<file path="src/rtl/inv_barrel_shifter.sv">
// rtl/inv_barrel_shifter.sv - pipelined inverse cyclic shifter for QC-LDPC circulants
// out[i] = in[(i - shift) mod Z], or all zeros for a null circulant; one vector per cycle.
module inv_barrel_shifter #(
   parameter int BITS = 8,
   parameter int Z    = 7,
   parameter int SW   = $clog2(Z)
) (
   input  logic                   clk,
   input  logic                   rst_n,
   input  logic                   in_valid,
   output logic                   in_ready,
   input  logic [SW-1:0]          shift,
   input  logic                   zero,
   input  logic signed [BITS-1:0] in  [Z-1:0],
   output logic                   out_valid,
   input  logic                   out_ready,
   output logic signed [BITS-1:0] out [Z-1:0]
);

   logic [SW-1:0] v_vec;
   logic [SW-1:0] ld;

   // A stage may load when it or any stage after it has room, or the sink drains.
   for (genvar k = 0; k < SW; k++) begin : g_ld
      assign ld[k] = out_ready | ~(&v_vec[SW-1:k]);
   end

   assign in_ready = ld[0];

   for (genvar k = 0; k < SW; k++) begin : g_stage
      logic signed [BITS-1:0] src_d [Z-1:0];
      logic signed [BITS-1:0] rot_d [Z-1:0];
      logic [SW-1:0]          src_s;
      logic                   src_z;
      logic                   src_v;
      logic signed [BITS-1:0] dq [Z-1:0];
      logic [SW-1:0]          sq;
      logic                   zq;
      logic                   vq;

      if (k == 0) begin : g_src
         // Null circulants are cleared on entry; zeros stay zeros under rotation.
         for (genvar i = 0; i < Z; i++) begin : g_clr
            assign src_d[i] = zero ? '0 : in[i];
         end
         assign src_s = shift;
         assign src_z = zero;
         assign src_v = in_valid;
      end else begin : g_src
         assign src_d = g_stage[k-1].dq;
         assign src_s = g_stage[k-1].sq;
         assign src_z = g_stage[k-1].zq;
         assign src_v = g_stage[k-1].vq;
      end

      for (genvar i = 0; i < Z; i++) begin : g_rot
         localparam int J = (i + Z - ((1 << k) % Z)) % Z;
         assign rot_d[i] = src_s[k] ? src_d[J] : src_d[i];
      end

      always_ff @(posedge clk or negedge rst_n) begin
         if (!rst_n) begin
            vq <= 1'b0;
            zq <= 1'b0;
            sq <= '0;
            dq <= '{default: '0};
         end else if (ld[k]) begin
            vq <= src_v;
            zq <= src_z;
            sq <= src_s;
            dq <= rot_d;
         end
      end

      assign v_vec[k] = vq;
   end

   assign out       = g_stage[SW-1].dq;
   assign out_valid = g_stage[SW-1].vq;

   logic unused_tail;
   assign unused_tail = ^{g_stage[SW-1].sq, g_stage[SW-1].zq};

endmodule

</file>
<file path="config.mk">
export PLATFORM = sky130hd
export DESIGN_NAME = inv_barrel_shifter
export DESIGN_NICKNAME = d
export VERILOG_FILES = /design/src/rtl/inv_barrel_shifter.sv
export SDC_FILE = /design/constraint.sdc
export NUM_CORES = 1
export LEC_CHECK = 0
export BUFFER_PORTS_ARGS = -buffer_cell sky130_fd_sc_hd__buf_2
export CAP_MARGIN = 20
export CORE_UTILIZATION = 25
export DETAILED_ROUTE_END_ITERATION = 10
export PLACE_DENSITY = 0.48
export RECOVER_POWER = 25
export SYNTH_ARGS = -nofsm -noshare
export SYNTH_HDL_FRONTEND = slang
export SYNTH_SLANG_ARGS = --single-unit
</file>
<file path="constraint.sdc">
create_clock -name clk -period 1.3 [get_ports clk]
set_input_delay 0.26 -clock clk [delete_from_list [all_inputs] [get_ports clk]]
set_output_delay 0.26 -clock clk [all_outputs]
set_load 0.01 [all_outputs]
</file>
; ---- Word level (Yosys, flattened, before mapping)
; Cells that the tools add are included.
[totals]
register_bits = 177
latch_bits = 0
word_cells = 62
ram_bits = 0
output_inout_bits = 58
romBits = 0
memories = 0
[classes]
reduce_logical = 2
n_eq_ne = 0
div = 0
n_addsub = 0
bitwise = 6
multipliers = 0
n_mux = 28
shifts = 0
order_cmp = 0
[op_table]
columns = op, count
row1 = 8-bit two-way mux, 28
row2 = 1-bit NOT, 3
row3 = 1-bit bitwise OR, 3
row4 = 3-bit AND reduction, 1
row5 = 2-bit AND reduction, 1

; ---- Longest topological paths before layout
[depth]
word_depth = 3
mapped_depth = 6

; ---- Least setup slack after synthesis
; Ideal clock, no wire load.
[synth_timing]
path_kind = register to output
start = register g_stage[2].vq (netlist: out_valid)
end = output port in_ready
path_buffers = 3
setup_slack_ns = -0.048
arrival_ns = 1.088
path_stages_with_launch = 6
cell_sequence = dfrtp_1 > and4b_1 > buf_6 > buf_6 > buf_6 > inv_1
[synth_via]
elab_chain_cells = 3
[synth_lines]
columns = item, line_no
row1 = start: declaration, 39  ; logic vq;
row2 = start signal: assignment, 68  ; vq <= src_v;
row3 = 3-bit AND reduction, 25  ; assign ld[k] = out_ready | ~(&v_vec[SW-1:k]);
row4 = 1-bit NOT, 25
row5 = 1-bit bitwise OR, 25
row6 = end: declaration, 11  ; output logic in_ready,
; No other way between the ends.

; ---- Worst setup path after layout
; Ends and elaborated chain as after synthesis.

==> impl_metrics.toml <==
[final_layout]
fin_util_pct = 34.5
mostFrequentLayoutCell = "dfrtp_1"
nets = 977
layout-drive-gt1-share_pct = 31.4
area_delta_synth_final_pct = 34.4
antenna_cells = 0
final_cell_mix = "dfrtp_1, mux2i_1, buf_2"

[power_and_ir_drop]
power.internal_mw = 11.5
pwr-share-seq_pct = 43.2
powerDensity_nw_per_um2 = 1510
p_sw_mw = 5.15
power_leakage_nw = 5.24
combPwrFrac_pct = 24.4
finalPower_mw = 16.6
pwr-share-clk_pct = 32.4
vdd.ir_drop.worst_mv = 0.931
p_sw_share_pct = 31.0

[critical_path]
critPathCapture = "in_ready"
r2r_slack_ns = -0.18
r2r-end = "g_stage[0].dq[11]"
critPathSlowestCell = "dfrtp_1"
ff2ff_path_depth = 5
critical_path_class = "flop to primary output"
critPathArrivalTime_ns = 1.26
max_stage_delay_ns = 0.36
path_cells = "and4b_4, inv_4, buf_6"
path_max_fanout = 3
critPathCaptureType = "primary output"
startpoint = "out_valid"
crit_path_start_kind = "flop"
required_ns = 1.04
r2r-start = "out_valid"

[timing]
hold_viol = 0
finalClockSkew_ns = 0.0130
worstMarginPinSlew_ns = 1.38
fmax_ghz = 0.656
fin_ws_ns = -0.224
setup_viol = 114
slew_violations = 0
relSlewSlack_pct = 7.93
min_period_over_period_pct = 117
rsz0062_at_grt = "true"
min_period_ns = 1.52

[synthesis]
muxShareOfSynthArea_pct = 21.1
synth.distinct_cells = 21
synth_top_family_by_area = "multiplexers"
synth.net_count = 815
ys_warn_count = 0
yosys_register_bits = 174
synth_xor_area_share_pct = 0
syn_area_um2 = 8170
synth-simple-area-share_pct = 8.25
synthAdderAreaFrac_pct = 0
syn-instance-count = 751
syn-mean-instance-area_um2 = 10.9
yosysSeqAreaShare_pct = 53.3
synth_compound_area_share_pct = 12.0

[cts]
clock_latency_ns = 0.43
cts_tree = "done"
cts.htree.levels = 4
cts.reportedPaths.clkPinSlew_ns = 0.07
root_buffer = "clkbuf_16"
clock-sinks = 174
cts_made_buffers = 17
cts_max_path_buffers = 2

[global_route]
grt_overflow_total = 0
grt_max_degree = 57
antenna_found_initial = 0
grt_pass1_vias = 5476
track_usage_pct = 12.9
grt_pass1_wl_um = 32900

[die]
dieArea_um2 = 33400
die-width_um = 183
die_h_um = 183
io_pins = 122
start_util_pct = 25.6
core_um2 = 31900
num_rows = 65

[routing]
first_pass_iters = 5
drt_iter0_drc = 390
via_per_inst = 4.35
ant_nets = 0
vias = 5923
drc_errors = 0
post_drt_wl_per_cell_um = 16.4
routed_wl_um = 22400

[outcome]
violations = "negative setup slack"
status = "finished with violations"

[placed_design]
gp_congestion = 0.717
hpwl_um = 15600
dp_slack_ns = -0.115
io_buffer_count = 121

[flow_run]
cap_viol_max_count = 0

[worst_hold_path]
hold_path_class = "primary input to flop"
min_path_cells = 2
==> cells in the mapped netlist, drive strengths merged <==
master	instances	share of area, %
o21ai	56	3.4
mux2i	168	21
and4b	1	0.12
nand2	112	5.1
dfrtp	174	53
buf	47	4.6
a21oi	56	3.4
nand2b	1	0.077
mux2	3	0.51
clkbuf	16	0.75
or2	2	0.15
and2b	1	0.092
nor2	56	2.6
o31ai	56	5.1
inv	1	0.046
nand3b	1	0.092
==> worst max-delay path: cells and delay by family (launching register included) <==
family                 cells  cell delay (ns)
AND/OR/NAND/NOR            1             0.32
buffers and inverters      2             0.15
flip-flops                 1             0.36
==> cells by family (layout without fill, tap and decap cells) <==
family	after synthesis	after routing
compound gates	168	168
simple gates	174	174
buf+inv	64	239
mux	171	171
flops	174	174
==> per-layer routing <==
metal  wire, µm  track usage (%)  part of all wire, %
met5          0                0                    0
met1      13100             22.8                   59
met2       8110             14.4                   36
met3        987             2.80                  4.4
met4        175             3.60                 0.78
==> power by group through the flow <==
stage / sequential (mW) / combinational [mW] / clock, mW
floorplan: 7.26 / 1.89 / 0
global placement: 7.23 / 3.47 / 0
detailed placement: 7.28 / 3.49 / 0
CTS: 7.17 / 3.55 / 5.52
global route: 7.32 / 4.46 / 5.74
finish: 7.18 / 4.05 / 5.37
==> flip-flops by register name, indices dropped and copies added (netlist names) <==
| name | count |
|---|---|
| g_stage.vq | 2 |
| out | 56 |
| g_stage.dq | 112 |
| out_valid | 1 |
| g_stage.sq | 3 |
==> how the worst min path moves through the flow <==
stage              from                end
2_1_floorplan     rst_n   g_stage[0].dq[0]
3_3_place_gp      rst_n  g_stage[0].dq[55]
3_5_place_dp      rst_n  g_stage[0].dq[47]
4_1_cts        in_valid      g_stage[0].vq
5_1_grt        in_valid      g_stage[0].vq
6_report       in_valid      g_stage[0].vq
==> timing repair <==
item / 4_1_cts / 5_1_grt
buffers inserted: 4 / 11
hold buffers: 1 / 0
gates cloned: 0 / 20
gates resized for setup: 10 / 106
pin swaps: 1 / 25
endpoints found under the hold margin: 22 / 0
setup endpoints to repair: 2 / 113
==> stage by stage <==
stage	std cells	TNS (ns)	hold slack (ns)	area (µm²)
after detailed placement	1295	-4.37	0.162	9460
final	1361	-11.96	0.0390	11000
after global routing	1361	-22.21	0.0199	11000
after floorplan	751	-0.00294	-0.0356	8180
after CTS	1332	-7.15	0.0277	10200
after global placement	1295	-4.33	0.159	9460
==> layout make-up <==
type / instances / area [µm²]
clock buffer: 19 / 443
inverter: 1 / 6.26
tap: 435 / 544
fill: 3301 / 20900
sequential: 174 / 4360
timing repair buffer: 206 / 1840
clock inverter: 13 / 175
multi-input combinational: 513 / 3620
(Power assumes the default switching activity.)
